<file path="src/rtl/multicycle_controller_if.sv">
// Control bundle between the multicycle datapath and its controller.
// slave = controller side (decodes instruction fields, drives strobes/selects); master = datapath side.
interface multicycle_controller_if;
  logic [6:0] op;
  logic [2:0] funct3;
  logic       funct7b5;
  logic       zero;
  logic       PC_write;
  logic       adr_src;
  logic       mem_write;
  logic       IR_write;
  logic [1:0] result_src;
  logic [1:0] ALU_srcA;
  logic [1:0] ALU_srcB;
  logic [2:0] ALU_control;
  logic [1:0] imm_src;
  logic       reg_write;
  logic       illegal;
  logic [3:0] state;

  modport slave (
    input  op, funct3, funct7b5, zero,
    output PC_write, adr_src, mem_write, IR_write, result_src, ALU_srcA, ALU_srcB,
           ALU_control, imm_src, reg_write, illegal, state
  );

  modport master (
    output op, funct3, funct7b5, zero,
    input  PC_write, adr_src, mem_write, IR_write, result_src, ALU_srcA, ALU_srcB,
           ALU_control, imm_src, reg_write, illegal, state
  );
endinterface

</file>
<file path="src/rtl/multicycle_controller.sv">
// Moore FSM controller for a multicycle RV32 subset; lw 5, sw/R/I/jal 4, beq 3, illegal 2 cycles.
// No backpressure: one state per clock; strobes are forced low while rst_n is asserted.
module multicycle_controller (
  input  logic                          clk,
  input  logic                          rst_n,
  multicycle_controller_if.slave        bus
);

  localparam logic [6:0] OP_LW   = 7'b0000011;
  localparam logic [6:0] OP_SW   = 7'b0100011;
  localparam logic [6:0] OP_R    = 7'b0110011;
  localparam logic [6:0] OP_I    = 7'b0010011;
  localparam logic [6:0] OP_JAL  = 7'b1101111;
  localparam logic [6:0] OP_BEQ  = 7'b1100011;

  typedef enum logic [3:0] {
    S_FETCH    = 4'd0,
    S_DECODE   = 4'd1,
    S_MEMADR   = 4'd2,
    S_MEMREAD  = 4'd3,
    S_MEMWB    = 4'd4,
    S_MEMWRITE = 4'd5,
    S_EXECUTER = 4'd6,
    S_ALUWB    = 4'd7,
    S_EXECUTEI = 4'd8,
    S_JAL      = 4'd9,
    S_BEQ      = 4'd10
  } state_t;

  typedef struct packed {
    logic       ir_write;
    logic       adr_src;
    logic       mem_write;
    logic       reg_write;
    logic       pc_update;
    logic       branch;
    logic [1:0] result_src;
    logic [1:0] alu_src_a;
    logic [1:0] alu_src_b;
    logic [1:0] alu_op;
  } ctrl_t;

  function automatic ctrl_t ctrl_of(input state_t s);
    ctrl_t c;
    c = '0;
    case (s)
      S_FETCH: begin
        c.ir_write   = 1'b1;
        c.alu_src_b  = 2'b10;
        c.result_src = 2'b10;
        c.pc_update  = 1'b1;
      end
      S_DECODE: begin
        c.alu_src_a = 2'b01;
        c.alu_src_b = 2'b01;
      end
      S_MEMADR: begin
        c.alu_src_a = 2'b10;
        c.alu_src_b = 2'b01;
      end
      S_MEMREAD:  c.adr_src = 1'b1;
      S_MEMWB: begin
        c.result_src = 2'b01;
        c.reg_write  = 1'b1;
      end
      S_MEMWRITE: begin
        c.adr_src   = 1'b1;
        c.mem_write = 1'b1;
      end
      S_EXECUTER: begin
        c.alu_src_a = 2'b10;
        c.alu_op    = 2'b10;
      end
      S_EXECUTEI: begin
        c.alu_src_a = 2'b10;
        c.alu_src_b = 2'b01;
        c.alu_op    = 2'b10;
      end
      S_ALUWB:    c.reg_write = 1'b1;
      S_JAL: begin
        c.alu_src_a = 2'b01;
        c.alu_src_b = 2'b10;
        c.pc_update = 1'b1;
      end
      S_BEQ: begin
        c.alu_src_a = 2'b10;
        c.alu_op    = 2'b01;
        c.branch    = 1'b1;
      end
      default: c = '0;
    endcase
    return c;
  endfunction

  state_t     r_state;
  ctrl_t      r_ctrl;
  state_t     w_next;
  logic       w_op_legal;
  logic [2:0] w_alu_control;
  logic [1:0] w_imm_src;

  always_comb begin
    w_op_legal = 1'b0;
    case (bus.op)
      OP_LW, OP_SW, OP_R, OP_I, OP_JAL, OP_BEQ: w_op_legal = 1'b1;
      default:                                  w_op_legal = 1'b0;
    endcase
  end

  always_comb begin
    w_next = S_FETCH;
    case (r_state)
      S_FETCH:  w_next = S_DECODE;
      S_DECODE: begin
        case (bus.op)
          OP_LW, OP_SW: w_next = S_MEMADR;
          OP_R:         w_next = S_EXECUTER;
          OP_I:         w_next = S_EXECUTEI;
          OP_JAL:       w_next = S_JAL;
          OP_BEQ:       w_next = S_BEQ;
          default:      w_next = S_FETCH;
        endcase
      end
      S_MEMADR:   w_next = (bus.op == OP_LW) ? S_MEMREAD : S_MEMWRITE;
      S_MEMREAD:  w_next = S_MEMWB;
      S_EXECUTER,
      S_EXECUTEI,
      S_JAL:      w_next = S_ALUWB;
      default:    w_next = S_FETCH;
    endcase
  end

  // Control word is registered alongside the state so every select/strobe comes straight from a flop.
  always_ff @(posedge clk or negedge rst_n) begin
    if (!rst_n) begin
      r_state <= S_FETCH;
      r_ctrl  <= ctrl_of(S_FETCH);
    end else begin
      r_state <= w_next;
      r_ctrl  <= ctrl_of(w_next);
    end
  end

  always_comb begin
    w_alu_control = 3'b010;
    case (r_ctrl.alu_op)
      2'b00: w_alu_control = 3'b010;
      2'b01: w_alu_control = 3'b110;
      2'b10: begin
        case (bus.funct3)
          3'b000:  w_alu_control = (bus.op[5] & bus.funct7b5) ? 3'b110 : 3'b010;
          3'b010:  w_alu_control = 3'b111;
          3'b110:  w_alu_control = 3'b001;
          3'b111:  w_alu_control = 3'b000;
          default: w_alu_control = 3'b010;
        endcase
      end
      default: w_alu_control = 3'b010;
    endcase
  end

  always_comb begin
    w_imm_src = 2'b00;
    case (bus.op)
      OP_SW:   w_imm_src = 2'b01;
      OP_BEQ:  w_imm_src = 2'b10;
      OP_JAL:  w_imm_src = 2'b11;
      default: w_imm_src = 2'b00;
    endcase
  end

  // The reset flop value carries FETCH's strobes, so gate them until reset releases.
  assign bus.PC_write    = rst_n & (r_ctrl.pc_update | (r_ctrl.branch & bus.zero));
  assign bus.IR_write    = rst_n & r_ctrl.ir_write;
  assign bus.mem_write   = rst_n & r_ctrl.mem_write;
  assign bus.reg_write   = rst_n & r_ctrl.reg_write;
  assign bus.adr_src     = r_ctrl.adr_src;
  assign bus.result_src  = r_ctrl.result_src;
  assign bus.ALU_srcA    = r_ctrl.alu_src_a;
  assign bus.ALU_srcB    = r_ctrl.alu_src_b;
  assign bus.ALU_control = w_alu_control;
  assign bus.imm_src     = w_imm_src;
  assign bus.illegal     = (r_state == S_DECODE) & ~w_op_legal;
  assign bus.state       = r_state;

endmodule

</file>
<file path="src/flat_wrapper.sv">
// flat-port wrapper written by rule: the top's interface ports become plain ports
module multicycle_controller_flat 
  (clk, rst_n, bus_op, bus_funct3, bus_funct7b5, bus_zero, bus_PC_write, bus_adr_src, bus_mem_write, bus_IR_write, bus_result_src, bus_ALU_srcA, bus_ALU_srcB, bus_ALU_control, bus_imm_src, bus_reg_write, bus_illegal, bus_state);
  multicycle_controller_if bus_i ();
  input  logic clk;
  input  logic rst_n;
  input wire logic [$bits(bus_i.op)-1:0] bus_op;
  input wire logic [$bits(bus_i.funct3)-1:0] bus_funct3;
  input wire logic [$bits(bus_i.funct7b5)-1:0] bus_funct7b5;
  input wire logic [$bits(bus_i.zero)-1:0] bus_zero;
  output wire logic [$bits(bus_i.PC_write)-1:0] bus_PC_write;
  output wire logic [$bits(bus_i.adr_src)-1:0] bus_adr_src;
  output wire logic [$bits(bus_i.mem_write)-1:0] bus_mem_write;
  output wire logic [$bits(bus_i.IR_write)-1:0] bus_IR_write;
  output wire logic [$bits(bus_i.result_src)-1:0] bus_result_src;
  output wire logic [$bits(bus_i.ALU_srcA)-1:0] bus_ALU_srcA;
  output wire logic [$bits(bus_i.ALU_srcB)-1:0] bus_ALU_srcB;
  output wire logic [$bits(bus_i.ALU_control)-1:0] bus_ALU_control;
  output wire logic [$bits(bus_i.imm_src)-1:0] bus_imm_src;
  output wire logic [$bits(bus_i.reg_write)-1:0] bus_reg_write;
  output wire logic [$bits(bus_i.illegal)-1:0] bus_illegal;
  output wire logic [$bits(bus_i.state)-1:0] bus_state;
  assign bus_i.op = bus_op;
  assign bus_i.funct3 = bus_funct3;
  assign bus_i.funct7b5 = bus_funct7b5;
  assign bus_i.zero = bus_zero;
  assign bus_PC_write = bus_i.PC_write;
  assign bus_adr_src = bus_i.adr_src;
  assign bus_mem_write = bus_i.mem_write;
  assign bus_IR_write = bus_i.IR_write;
  assign bus_result_src = bus_i.result_src;
  assign bus_ALU_srcA = bus_i.ALU_srcA;
  assign bus_ALU_srcB = bus_i.ALU_srcB;
  assign bus_ALU_control = bus_i.ALU_control;
  assign bus_imm_src = bus_i.imm_src;
  assign bus_reg_write = bus_i.reg_write;
  assign bus_illegal = bus_i.illegal;
  assign bus_state = bus_i.state;
  multicycle_controller u_core (.clk(clk), .rst_n(rst_n), .bus(bus_i));
endmodule
</file>
<file path="config.mk">
export PLATFORM = sky130hd
export DESIGN_NAME = multicycle_controller_flat
export DESIGN_NICKNAME = d
export VERILOG_FILES = /design/src/rtl/multicycle_controller_if.sv /design/src/rtl/multicycle_controller.sv /design/src/flat_wrapper.sv
export SDC_FILE = /design/constraint.sdc
export NUM_CORES = 1
export LEC_CHECK = 0
export BUFFER_PORTS_ARGS = -buffer_cell sky130_fd_sc_hd__buf_2
export CAP_MARGIN = 20
export CORE_MARGIN = 3
export CORE_UTILIZATION = 51
export CTS_CLUSTER_SIZE = 12
export DETAILED_ROUTE_END_ITERATION = 7
export PLACE_DENSITY = 0.83
export SKIP_LAST_GASP = 1
export SLEW_MARGIN = 20
export SYNTH_ARGS = -nofsm -noshare
export SYNTH_HDL_FRONTEND = slang
export SYNTH_SLANG_ARGS = --single-unit
</file>
<file path="constraint.sdc">
create_clock -name clk -period 3 [get_ports clk]
set_input_delay 0.15 -clock clk [delete_from_list [all_inputs] [get_ports clk]]
set_output_delay 0.15 -clock clk [all_outputs]
set_load 0.03 [all_outputs]
</file>
==> results.py <==
metrics = {
    "pwr": {
        "power.density_nw_per_um2": 675,
        "ir_drop_mv": 0.518,
        "leakage_nw": 0.584,
    },
    "synthesis": {
        "synth.avg_cell_area_sq_um": 9.55,
        "yosysUniqueCellTypes": 43,
        "ys.flop_type": "dfrtp_1",
        "syn-num-nets": 113,
        "syn_inst": 97,
        "yosysSeqAreaShare": 0.436,
        "yosys_warnings": 0,
        "synth-edff-count": 0,
        "synth_seq_cells": 16,
        "synth_area_sq_um": 926,
        "async_flop_share": 1.00,
    },
    "clocking": {
        "clk_pin_slew_ps": 90,
        "cts_root_buf": "clkbuf_4",
        "post_cts_buffers": 0,
        "cts_buffer_depth": 2,
        "cts_inserted_buffers": 3,
        "clkLatencyLatePin_ps": 280,
        "cts_sinks": 16,
        "cts_tree": "done",
        "cts.repair.resized": 0,
        "ctsHoldBuffers": 1,
        "h-tree-depth": 1,
    },
    "sta": {
        "final-setup-viol-count": 0,
        "post-route-min-period_ps": 2200,
        "fmax_mhz": 454,
        "fin_hold_ws_ps": 262,
        "rsz0062_at_grt": "false",
        "timing.final.ws_setup_ps": 796,
        "finalCritPeriodShare": 0.735,
        "skew_ps": 10.7,
        "setup_tns_ps": 0,
        "tightest_slew_ps": 538,
        "hold_violations": 0,
        "slew_viol_final": 0,
        "maxSlewHeadroom": 0.637,
    },
    "final_layout": {
        "n_antenna_cell": 0,
        "drive_gt1_frac": 0.362,
        "layout_commonest_cell": "buf_2",
        "mostFrequentLayoutCells": "buf_2 (34), dfrtp_1 (13), nor2_1 (8), nand2_1 (7), inv_1 (5)",
        "syn_to_final_growth_pct": 19.5,
        "fin_nets": 144,
    },
    "die": {
        "start_util": 0.575,
        "io_pins": 35,
        "die_width_microns": 48.6,
        "dieArea_sq_um": 2360,
        "core-area_sq_um": 1610,
        "die_h_microns": 48.6,
        "rows": 14,
    },
    "worst_setup_path": {
        "arrival_ps": 2050,
        "endpoint_kind": "output pin",
        "crit_path_max_fanout": 8,
        "reg2reg_to": "u_core.bus.ALU_srcB[1]",
        "start_kind": "flip-flop",
        "crit_family": "simple AND/OR/NAND/NOR gates",
        "crit_chain": "inv_2 > or4_1 > o31a_1 > inv_1 > nor3_1 > buf_2",
        "criticalPathCategory": "flip-flop to output pin",
        "crit_cells": 6,
        "critPathBufInv": 3,
        "slowest_stage": "or4_1",
        "slowest_delay_ps": 520,
        "rr_startpoint": "u_core.bus.state[0]",
        "rrSetupSlack_ps": 1160,
        "reg2regPathDepth": 5,
        "required_ps": 2850,
    },
    "global_route": {
        "grt_first_pass_wirelength_mm": 3.46,
        "first_global_vias": 791,
        "grt_antenna_before_repair": 0,
        "grt_overflow": 0,
        "groute.usage.overall": 0.184,
        "grt_max_degree": 21,
    },
    "detailed_routing": {
        "drtIter0Drc": 25,
        "vias_per_cell": 5.43,
        "post_drt_wl_per_cell_microns": 13.2,
        "vias": 820,
        "route.detailed.drc": 0,
        "ant_nets": 0,
        "drt_wl_total_mm": 1.99,
        "firstDrtPassIters": 4,
    },
    "worst_hold_path": {
        "hp-start": "bus_op[4]",
        "holdPathStages": 2,
        "hp-class": "primary input to flip-flop",
        "hold_end": "u_core.r_ctrl[1]",
    },
    "placed_design": {
        "dp_slack_ps": 1120,
        "gp_congestion": 0.844,
        "dp_hpwl_mm": 1.59,
        "numPortBuffers": 34,
    },
    "run_status": {
        "status": "completed",
    },
    "job": {
        "drv_cap": 0,
    },
}
## cells in the mapped netlist, types with 3 or more instances
| library cell | n | share of area |
|---|---|---|
| nor3_1 | 3 | 0.016 |
| nor2_1 | 8 | 0.032 |
| a21oi_1 | 4 | 0.022 |
| dfstp_2 | 3 | 0.085 |
| dfrtp_1 | 13 | 0.35 |
| nor2b_1 | 3 | 0.020 |
| and2_1 | 4 | 0.027 |
| nand2_1 | 7 | 0.028 |
| buf_4 | 6 | 0.049 |
| inv_1 | 5 | 0.020 |
## worst max-delay path by stage
stage	startpoint	end	slack (ps)
floorplan	u_core.bus.state[2]	bus_illegal	710
global placement	u_core.bus.state[0]	bus_illegal	1160
detailed placement	u_core.bus.state[0]	bus_illegal	1120
CTS	u_core.bus.state[0]	bus_illegal	800
global route	u_core.bus.state[0]	bus_illegal	670
finish	u_core.bus.state[0]	bus_illegal	800
## metal layers
metal  part of all wire  global-route usage
met1               0.42               0.223
met2               0.53               0.321
met3              0.042              0.0491
met4             0.0035              0.0474
met5                  0                   0
## worst register-to-register path, stage by stage (launching register included)
cell and delay [ps]:
dfrtp_1 500, inv_2 60, or4_1 520, o31a_1 360, and3_4 170, a21o_1 150
## state kept, by name, summed over array words and instances (netlist names)
signal / cells
u_core.bus.ALU_srcB: 2
u_core.r_ctrl: 6
u_core.bus.ALU_srcA: 2
u_core.bus.result_src: 1
u_core.bus.state: 4
u_core.bus.adr_src: 1
## where the power goes
group / total, W / switching, W / internal (W)
combinational: 0.000330 / 0.000214 / 0.000116
clock: 0.000109 / 0.0000574 / 0.0000515
sequential: 0.000307 / 0.0000312 / 0.000276
## final cells by class
class,instances,area (sq um)
clock buffers,4,26.3
fillers,139,505
inverters,6,22.5
multi-input cells,66,443
flip-flops and latches,16,404
well taps,24,30.0
repair buffers,35,180
## per-stage QoR
| step | std cells | total power [W] | instance area (sq um) | utilization |
|---|---|---|---|---|
| 6_report | 151 | 0.000746 | 1110 | 0.686 |
| 5_1_grt | 151 | 0.000794 | 1110 | 0.686 |
| 4_1_cts | 151 | 0.000753 | 1110 | 0.686 |
| 3_5_place_dp | 146 | 0.000639 | 1070 | 0.664 |
| 3_3_place_gp | 146 | 0.000635 | 1070 | 0.664 |
| 2_1_floorplan | 97 | 0.000582 | 926 | - |
## kinds of logic (layout without fill, tap and decap cells)
logic type / count (synthesis) / count (layout) / share of synthesized area
compound gates: 18 / 18 / 0.142
xor+xnor: 2 / 2 / 0.0189
fa+ha+maj: 2 / 2 / 0.0270
buf+inv: 15 / 45 / 0.0851
flops: 16 / 16 / 0.436
simple gates: 44 / 44 / 0.291
No activity file was read; power rests on OpenSTA's default activity.
